<file path="src/rtl/cct_transform_pipe.sv">
// Two-stage classify/transform pipeline: S1 captures word and class,
// S2 holds the transformed result; saturating popcount accumulator.
module cct_transform_pipe #(
    parameter int WIDTH = 8,
    parameter int CNT_W = 16
) (
    input  logic             clk,
    input  logic             clear_n,
    input  logic             sync_clear,
    input  logic             in_valid,
    output logic             in_ready,
    input  logic [WIDTH-1:0] cct_input,
    input  logic             acc_en,
    output logic             out_valid,
    input  logic             out_ready,
    output logic [WIDTH-1:0] cct_output,
    output logic [1:0]       out_class,
    output logic [CNT_W-1:0] word_count
);
    localparam int HW = WIDTH / 2;

    typedef enum logic [1:0] {
        CL_PASS   = 2'd0,
        CL_INVERT = 2'd1,
        CL_POP    = 2'd2,
        CL_ACCUM  = 2'd3
    } class_e;

    logic             s1_vld_q, s1_vld_d;
    logic [WIDTH-1:0] s1_data_q, s1_data_d;
    class_e           s1_cls_q, s1_cls_d;
    logic             s2_vld_q, s2_vld_d;
    logic [WIDTH-1:0] s2_data_q, s2_data_d;
    class_e           s2_cls_q, s2_cls_d;
    logic [WIDTH-1:0] acc_q, acc_d;
    logic [CNT_W-1:0] cnt_q, cnt_d;

    logic             adv;
    logic             accept;
    class_e           in_cls;
    logic [WIDTH-1:0] pop;
    logic [WIDTH:0]   sum;
    logic [WIDTH-1:0] acc_sat;
    logic [WIDTH-1:0] res;

    function automatic logic [WIDTH-1:0] popcnt(input logic [WIDTH-1:0] v);
        logic [WIDTH-1:0] n;
        n = '0;
        for (int i = 0; i < WIDTH; i++) begin
            n = n + WIDTH'(v[i]);
        end
        return n;
    endfunction

    assign adv      = !s2_vld_q || out_ready;
    assign in_ready = adv && !sync_clear && clear_n;
    assign accept   = in_valid && in_ready;

    // ACCUM is folded into the S1 class so acc_en need not be stored
    always_comb begin
        in_cls = CL_PASS;
        if (cct_input[WIDTH-1 -: HW] == HW'(3)) begin
            in_cls = CL_INVERT;
        end else if (cct_input[WIDTH-1]) begin
            in_cls = acc_en ? CL_ACCUM : CL_POP;
        end
    end

    assign pop     = popcnt(s1_data_q);
    assign sum     = {1'b0, acc_q} + {1'b0, pop};
    assign acc_sat = sum[WIDTH] ? '1 : sum[WIDTH-1:0];

    always_comb begin
        res = s1_data_q;
        unique case (s1_cls_q)
            CL_INVERT: res = ~s1_data_q;
            CL_POP:    res = pop;
            CL_ACCUM:  res = acc_sat;
            default:   res = s1_data_q;
        endcase
    end

    always_comb begin
        s1_vld_d  = s1_vld_q;
        s1_data_d = s1_data_q;
        s1_cls_d  = s1_cls_q;
        s2_vld_d  = s2_vld_q;
        s2_data_d = s2_data_q;
        s2_cls_d  = s2_cls_q;
        acc_d     = acc_q;
        cnt_d     = cnt_q;
        if (sync_clear) begin
            s1_vld_d  = 1'b0;
            s1_data_d = '0;
            s1_cls_d  = CL_PASS;
            s2_vld_d  = 1'b0;
            s2_data_d = '0;
            s2_cls_d  = CL_PASS;
            acc_d     = '0;
            cnt_d     = '0;
        end else begin
            if (s2_vld_q && out_ready) begin
                cnt_d = cnt_q + CNT_W'(1);
            end
            // An empty S1 moving forward leaves a zeroed output word
            if (adv) begin
                s2_vld_d  = s1_vld_q;
                s2_data_d = s1_vld_q ? res : '0;
                s2_cls_d  = s1_vld_q ? s1_cls_q : CL_PASS;
                if (s1_vld_q && s1_cls_q == CL_ACCUM) begin
                    acc_d = acc_sat;
                end
                s1_vld_d  = accept;
                s1_data_d = accept ? cct_input : '0;
                s1_cls_d  = accept ? in_cls : CL_PASS;
            end
        end
    end

    always_ff @(posedge clk or negedge clear_n) begin
        if (!clear_n) begin
            s1_vld_q  <= 1'b0;
            s1_data_q <= '0;
            s1_cls_q  <= CL_PASS;
            s2_vld_q  <= 1'b0;
            s2_data_q <= '0;
            s2_cls_q  <= CL_PASS;
            acc_q     <= '0;
            cnt_q     <= '0;
        end else begin
            s1_vld_q  <= s1_vld_d;
            s1_data_q <= s1_data_d;
            s1_cls_q  <= s1_cls_d;
            s2_vld_q  <= s2_vld_d;
            s2_data_q <= s2_data_d;
            s2_cls_q  <= s2_cls_d;
            acc_q     <= acc_d;
            cnt_q     <= cnt_d;
        end
    end

    assign out_valid  = s2_vld_q;
    assign cct_output = s2_data_q;
    assign out_class  = s2_cls_q;
    assign word_count = cnt_q;

endmodule

</file>
<file path="config.mk">
export PLATFORM = sky130hd
export DESIGN_NAME = cct_transform_pipe
export DESIGN_NICKNAME = d
export VERILOG_FILES = /design/src/rtl/cct_transform_pipe.sv
export SDC_FILE = /design/constraint.sdc
export NUM_CORES = 1
export LEC_CHECK = 0
export CORE_MARGIN = 2
export CORE_UTILIZATION = 30
export CTS_CLUSTER_DIAMETER = 200
export DETAILED_ROUTE_END_ITERATION = 16
export PLACE_DENSITY = 0.61
export RECOVER_POWER = 25
export SYNTH_ARGS = -nofsm -noshare
export SYNTH_HDL_FRONTEND = slang
export SYNTH_SLANG_ARGS = --single-unit
export TNS_END_PERCENT = 10
</file>
<file path="constraint.sdc">
create_clock -name clk -period 5.94 [get_ports clk]
set_clock_uncertainty 0.15 [all_clocks]
set_input_delay 1.485 -clock clk [delete_from_list [all_inputs] [get_ports clk]]
set_output_delay 1.485 -clock clk [all_outputs]
set_load 0.1 [all_outputs]
</file>
==> impl_results.md <==
* Fillers at 880
* CTS clk-pin slew, worst paths at 90 ps
* Post-synth ARST share at 1.00
* Sink Count at 46
* # resized after CTS at 0
* Dpl hpwl at 4210 um
* Gr ovfl total at 0
* Final #Nets at 327
* Iter 0 DRT Violations at around 110
* Slew margin rel. at -0.663
* DR pass1 iterations at 4
* Final WL at 5780 um
* EDFF count, synth at 0
* Core area at 8590 um^2
* Final Hold Fails at 0
* Seq cells post-synth at 46
* Die Y at 97.6 um
* Drt drc at 0
* R2R depth at 14
* Synth Warn # at 0
* WL/cell at 14.2 um
* Gpl congestion at 0.741
* Clk_lat worst skew at 290 ps
* DIE AREA at 9520 um^2
* Synth area leaders: dfrtp_1, xor2_1, a22o_1, ha_1, fa_1
* Total negative setup slack at 0 ps
* Comb pwr share at 0.099
* First-pass GRT wire length at approximately 10,000 um
* Hold_ws at 343 ps
* Violated checks: capacitance limit, slew limit
* Crit path launch type: input port
* Post-synthesis instance area at 2630 um^2
* Initial core utilization at 0.306
* Total CTS buffers at 5
* Max Clk Rate at 0.227 GHz
* Seq pwr share at 0.566
* Primary FF master, synth: dfrtp_1
* Switching Share at 0.259
* Met1 global-route usage at 0.184
* Worst endpoint data arrival time at 2770 ps
* IO buf count at 41
* CTS max path bufs at 2
* Crit path kind: in2out
* CTS Hold Buffers Added at 0
* Pins Over Slew Limit at 47
* Met2 GRT Util at 0.195
* Via density at 5.01
* Share of layout cells above drive strength 1 at 0.0867
* FP Rows at 34
* Final-report setup violation count at 0
* Initial antenna violation count at 0
* Final period utilization at 0.741
* Post-CTS Setup Inserts at 0
* Io pins at 42
* CTS tree: done
* Leading area contributor after synthesis: dfrtp_1
* Largest net degree at the start of global routing at 47
* Mapped Cells at 260
* Hold Path Depth at 1
* Diode count at 0
* Int Power at 419 uW
* RSZ-0062 raised after global routing: no
* Syn Area/Cell at 10.1 um^2
* Psw at 146 uW
* Antenna viol nets, final at 0
* Vias in the first global route at roughly 2,000
* Status: finished, violations left
* Slew of the pin with the lowest slew margin at between 2000 and 2500 ps
* Synth top area share at 0.438
* Syn nets at 288
* Max-cap violations at 1
* Sequential fraction of the synthesis area at 0.438
* Power Dens Cells at ~180 nW/um^2
* Vias at 2,046
* Critical path endpoint category: output port
* Met3 Use GR at 0.0309
* Htree depth at 2
* Pleak at 0.00142 uW
* Crit path time final at 4400 ps
* Netlist cell types at 47
* Synth top cells by count: dfrtp_1, nor2_1, inv_1
* Crit path max fanout at 6
* GR Util All Layers at 0.127
* Cell with the most instances after synthesis: dfrtp_1
* Clock network fraction of total power at 0.335
* Most Crowded Layer GR: met2
* Clk root buf: clkbuf_8
* Die span in x at slightly below 100 um
* Synth-to-layout area growth at 22.2%
* Max VDD drop at 0.136 mV
* Critical path data required time at 4300 ps
* Worst Hold Class: reg2reg
flip-flops by register name (all words and copies together), names as in the netlist:
| name | cells |
|---|---|
| word_count | 16 |
| acc_q | 8 |
| cct_output | 8 |
| s1_data_q | 8 |
| out_class | 2 |
| s1_cls_q | 2 |
| out_valid | 1 |
| s1_vld_q | 1 |
worst paths after layout:
path | startpoint | endpoint | slack (ps)
min in group asynchronous | clear_n | word_count[6]$_DFFE_PN0P_ | 1940
max in group asynchronous | clear_n | acc_q[1]$_DFFE_PN0P_ | 2290
max | out_ready | in_ready | 1540
max reg2reg | s1_data_q[0]$_DFFE_PN0P_ | cct_output[6]$_DFFE_PN0P_ | 1600
min reg2reg | acc_q[2]$_DFFE_PN0P_ | acc_q[2]$_DFFE_PN0P_ | 340
min | acc_q[2]$_DFFE_PN0P_ | acc_q[2]$_DFFE_PN0P_ | 340
per-stage QoR:
step	instances	utilization	area (um^2)	worst slack, ps	total power, uW
global placement	400	0.364	3130	1600	383
finish	408	0.374	3210	1540	565
detailed placement	400	0.364	3130	1540	384
CTS	408	0.374	3220	1540	579
global route	408	0.374	3210	1410	598
floorplan	260	-	2630	1550	358
power groups by stage:
stage / Clock [uW] / Combinational, uW / Sequential [uW]
floorplan: 0 / 27.4 / 330
global placement: 0 / 56.8 / 326
detailed placement: 0 / 57.4 / 326
CTS: 201 / 57.6 / 320
global route: 215 / 62.6 / 321
finish: 190 / 55.8 / 320
per-layer routing:
metal	vias to the layer above	wire length, um
met1	997	2990
met4	0	29
met3	2	244
met2	49	2510
met5	-	0
li1	998	-
logic make-up (layout without fill, tap and decap cells):
| family | count (synthesis) | after routing | synth area share |
|---|---|---|---|
| compound gates | 67 | 67 | 0.181 |
| xor+xnor | 19 | 19 | 0.0633 |
| fa+ha+maj | 14 | 14 | 0.0810 |
| buf+inv | 31 | 71 | 0.0495 |
| flops | 46 | 46 | 0.438 |
| simple gates | 83 | 83 | 0.187 |
final cells by class:
type	count	area, um^2	area share
multi-input combinational	183	1350	0.419
tap	108	135	0.0421
clock buffer	6	72.6	0.0226
inverter	19	71.3	0.0222
clock inverter	2	13.8	0.00429
sequential	46	1150	0.359
timing repair buffer	44	420	0.131
critical path: stages:
cell and delay (ps):
clkdlybuf4s50_1 640, nor2b_4 110, nor3b_2 200, buf_4 320
cells in the final DEF (no fill, tap or decap), types with 2 or more instances in the layout:
cell type	instances
and3_1	3
nand2_2	3
nor2_1	24
or3_1	4
clkdlybuf4s50_1	39
a31oi_1	4
xnor2_1	3
and2_1	2
a21oi_1	13
a32o_1	3
fa_1	5
dfrtp_1	46
nor2b_1	3
o21ai_0	8
a211oi_1	2
nand2_1	16
a21oi_2	3
o21ai_1	4
clkbuf_8	5
inv_1	19
nand2b_1	3
nor4_2	2
a211o_1	2
a21o_1	7
a221o_1	2
buf_4	3
xor2_1	16
ha_1	9
nand4_1	5
a22o_1	14
nand3_1	8
clkbuf_1	3
Note: power is estimated with default switching activity, not from simulation.
